==> config.mk <==
export PLATFORM = sky130hd
export DESIGN_NAME = sram_arbiter
export DESIGN_NICKNAME = d
export VERILOG_FILES = /design/src/rtl/sram_arbiter.sv
export SDC_FILE = /design/constraint.sdc
export NUM_CORES = 1
export LEC_CHECK = 0
export ABC_AREA = 1
export CAP_MARGIN = 20
export CORE_MARGIN = 2
export CORE_UTILIZATION = 45
export DETAILED_ROUTE_END_ITERATION = 10
export GPL_TIMING_DRIVEN = 0
export PLACE_DENSITY = 0.74
export SETUP_SLACK_MARGIN = 0.1
export SYNTH_ARGS = -nofsm -noshare
export SYNTH_HDL_FRONTEND = slang
export SYNTH_SLANG_ARGS = --single-unit
==> constraint.sdc <==
create_clock -name clk -period 1.2 [get_ports clk]
set_input_delay 0.24 -clock clk [delete_from_list [all_inputs] [get_ports clk]]
set_output_delay 0.24 -clock clk [all_outputs]
set_load 0.005 [all_outputs]
==> src/rtl/sram_arbiter.sv <==
// sram_arbiter: round-robin owner selection for the shared frame-buffer SRAM,
// with a hold limit and one turnaround cycle between owners.
module sram_arbiter #(
  parameter int NREQ     = 4,
  parameter int ID_W     = 2,
  parameter int HOLD_MAX = 16,
  parameter int CNT_W    = 5
) (
  input  logic            clk,
  input  logic            r_n,
  input  logic [NREQ-1:0] req,
  input  logic [NREQ-1:0] rel,
  output logic [NREQ-1:0] gnt,
  output logic [ID_W-1:0] gnt_id,
  output logic            busy,
  output logic            timeout
);
  typedef enum logic [1:0] {IDLE, GRANT, RECOVER} state_t;
  state_t state, nstate;
  logic [ID_W-1:0] last, nlast, win, nid;
  logic [CNT_W-1:0] hold, nhold;
  logic [NREQ-1:0] ngnt;
  logic nto, own_req, own_rel, hit;
  // Requesters above the last owner win over those at or below it; lowest index first.
  always_comb begin
    win = '0;
    for (int i = NREQ - 1; i >= 0; i--) if (i <= int'(last) && req[i]) win = ID_W'(i);
    for (int i = NREQ - 1; i >= 0; i--) if (i > int'(last) && req[i]) win = ID_W'(i);
  end
  assign own_req = |(req & gnt);
  assign own_rel = |(rel & gnt);
  assign hit     = hold == CNT_W'(HOLD_MAX);
  always_comb begin
    nstate = state;
    ngnt   = gnt;
    nid    = gnt_id;
    nlast  = last;
    nhold  = hold;
    nto    = 1'b0;
    case (state)
      GRANT: begin
        if (own_rel || !own_req || hit) begin
          nstate = RECOVER;
          ngnt   = '0;
          nid    = '0;
          nto    = hit && own_req && !own_rel;
        end else begin
          nhold = hold + CNT_W'(1);
        end
      end
      default: begin
        nstate = (|req) ? GRANT : IDLE;
        if (|req) begin
          ngnt  = NREQ'(1) << win;
          nid   = win;
          nlast = win;
          nhold = CNT_W'(1);
        end
      end
    endcase
  end
  always_ff @(posedge clk or negedge r_n) begin
    if (!r_n) begin
      state   <= IDLE;
      gnt     <= '0;
      gnt_id  <= '0;
      last    <= ID_W'(NREQ - 1);
      hold    <= '0;
      busy    <= 1'b0;
      timeout <= 1'b0;
    end else begin
      state   <= nstate;
      gnt     <= ngnt;
      gnt_id  <= nid;
      last    <= nlast;
      hold    <= nhold;
      busy    <= nstate != IDLE;
      timeout <= nto;
    end
  end
endmodule
==> results.toml <==
[synthesis]
synth_nets = 124
yosys_register_bits = 17
yosysSeqAreaShare_pct = 45.7
avgSynthCellArea_um2 = 8.36
syn_area_um2 = 936
synth_warnings = 0
synthCells = 112
synth.distinct_cells = 22

[finish]
drive_above_1_share_pct = 49.3
final_nets = 157
antennaDiodeCount = 0
layout_common_cells = "16 x nand2_1, 15 x dfrtp_1, 13 x nand2_2"
areaGrowthSynthToFinish_pct = 47.1
fin_cells = 171
final_cell_area_um2 = 1380
final_common_cell = "nand2_1"

[clock_tree]
clock-root-buffer = "clkbuf_4"
clk_pin_slew_ns = 0.11
holdBufCountCts = 0
cts_sinks = 17
tritoncts = "yes"
htreeDepth = 1
clk_latency_ns = 0.31
cts_made_buffers = 3
cts_max_path_buffers = 2

[sta]
rsz0062_at_grt = "true"
slew_viol_final = 0
holdWs_ns = 0.356
post-route-period-util_pct = 110
relSlewSlack_pct = 51.1
timing.final.ws_setup_ns = -0.115
tightest_slew_ns = 0.731
finalClockSkew_ns = 0.00812
hold_violations = 0
finalSetupViolations = 14
max_freq_mhz = 761
finalCriticalPeriod_ns = 1.31

[run_status]
violations = "setup timing"
outcome = "finished, violations left"

[route]
drt_iter0_drc = 15
wire_per_inst_um = 13.8
drc = 0
firstDrtPassIters = 4
vias = 892
ant_nets = 0
totalWireLength_um = 2350
viasPerCell = 5.22

[placed_design]
hpwl_um = 1480
dpl.cell_count = 156
place_area_um2 = 1180
port_buffers = 17
gp_congestion = 0.875

[global_routing]
gr-usage-all-layers_pct = 21.4
grt_remaining_overflow = 0
grt_pass1_vias = 907
grt_max_degree = 18
antenna_found_initial = 0
grt_pass1_wl_um = 3950

[floorplanning]
io_pins = 18
die_y_um = 49.6
start_util_pct = 47.7
fp.coreArea_um2 = 1960
rows = 16
die_w_um = 49.6
dieArea_um2 = 2460

[critical_path]
ff2ff_path_depth = 10
end_kind = "register"
path_buf_inv = 1
criticalPathCategory = "input pin to register"
cp_slowest_cell = "clkdlybuf4s50_1"
path_common_cell = "nand2_1"
crit_family = "simple AND/OR/NAND/NOR gates"
crit_chain = "clkdlybuf4s50_1, nor2_1, nand2_2, nand2_2, nand2_1, nand2_1, nand2_1, nand2_2, nand3_2, nand2_1"
ff2ff_setup_slack_ns = -0.11
path_max_fanout = 5
timing.rr.end = "gnt[3]"
r2r_start = "last[1]"
cp.arrival_ns = 1.56
startpoint_type = "input pin"
required_ns = 1.45
critPathMaxStageDelay_ns = 0.51

[run]
cap_violations = 0

[pwr]
ir_worst_vdd_mv = 1.96
p_leak_nw = 0.680
p_per_area_nw_per_um2 = 2310

[hold_path]
hp-class = "input pin to async pin"
[cell usage after synthesis]
| cell | instances | area [um2] |
|---|---|---|
| inv_1 | 13 | 48.8 |
| nand2_1 | 30 | 113 |
| nand4_2 | 1 | 12.5 |
| xor2_1 | 2 | 17.5 |
| nand2_4 | 2 | 22.5 |
| nor2_1 | 6 | 22.5 |
| ha_1 | 2 | 25.0 |
| nor2_4 | 2 | 22.5 |
| o21ai_0 | 3 | 15.0 |
| nand3_2 | 1 | 10.0 |
| o21ai_2 | 1 | 8.76 |
| nor3_1 | 1 | 5.00 |
| dfstp_2 | 2 | 52.6 |
| inv_2 | 1 | 3.75 |
| nand3_1 | 18 | 90.1 |
| nand4_4 | 1 | 21.3 |
| dfrtp_1 | 15 | 375 |
| nor2_2 | 1 | 6.26 |
| buf_6 | 1 | 11.3 |
| o21ai_1 | 5 | 25.0 |
| nand2_2 | 3 | 18.8 |
| xnor2_1 | 1 | 8.76 |
[metal layers]
layer / GRT usage, % / vias up / routed length (um)
li1: - / 426 / -
met1: 25.9 / 425 / 967
met2: 34.0 / 32 / 1190
met3: 5.15 / 9 / 129
met4: 13.4 / 0 / 68
met5: 0 / - / 0
[layout make-up]
cell class	count	area [um2]
flip-flops and latches	17	428
clock buffers	3	22.5
clock inverters	1	5.00
fillers	150	586
well taps	27	33.8
repair buffers	27	221
inverters	14	52.6
multi-input cells	81	602
plain buffers	1	11.3
[state kept, by name, summed over array words and instances, names as in the netlist]
register and count:
busy 1, gnt 4, hold 5, timeout 1, gnt_id 2, last 2, state 2
[report_power, final]
group,switching [mW],internal (mW)
Combinational,1.13,0.789
Sequential,0.138,0.802
Clock,0.202,0.125
Total,1.47,1.71
[worst max path at each step]
stage / from / to / slack [ns] / cells past startpoint
after floorplan: gnt[0] / hold[0] / 0.05 / 6
after global placement: req[2] / hold[0] / -0.35 / 6
after detailed placement: req[2] / hold[0] / -0.37 / 7
after CTS: gnt[2] / gnt[2] / -0.07 / 8
after global routing: last[1] / gnt[3] / -0.19 / 10
final: req[2] / gnt[3] / -0.11 / 10
[timing repair]
item | 4_1_cts | 5_1_grt
pin swaps | 10 | 8
buffers inserted | 8 | 2
resized for setup | 43 | 23
setup endpoints to repair | 24 | 19
gates cloned | 1 | 0
[kinds of logic (layout without fill, tap and decap cells)]
kind of cell             after synthesis  count (layout)  synth area share [%]
AO/OA/AOI/OAI                          9               9                  5.21
XOR/XNOR                               3               3                  2.81
adder cells (fa/ha/maj)                2               2                  2.67
buffers and inverters                 15              46                  6.82
flip-flops                            17              17                  45.7
AND/OR/NAND/NOR                       66              67                  36.8
[stage by stage]
step                      TNS, ns  util [%]  total power [mW]  worst slack (ns)
after floorplan                 0         -              1.96            0.0521
after global placement      -5.11      60.1              2.36            -0.351
after detailed placement    -5.75      60.1              2.41            -0.368
after CTS                  -0.688      65.6              2.97           -0.0738
after global routing        -2.21      70.2              3.44            -0.195
final                       -1.23      70.2              3.18            -0.115
No activity file was read; power rests on OpenSTA's default activity.
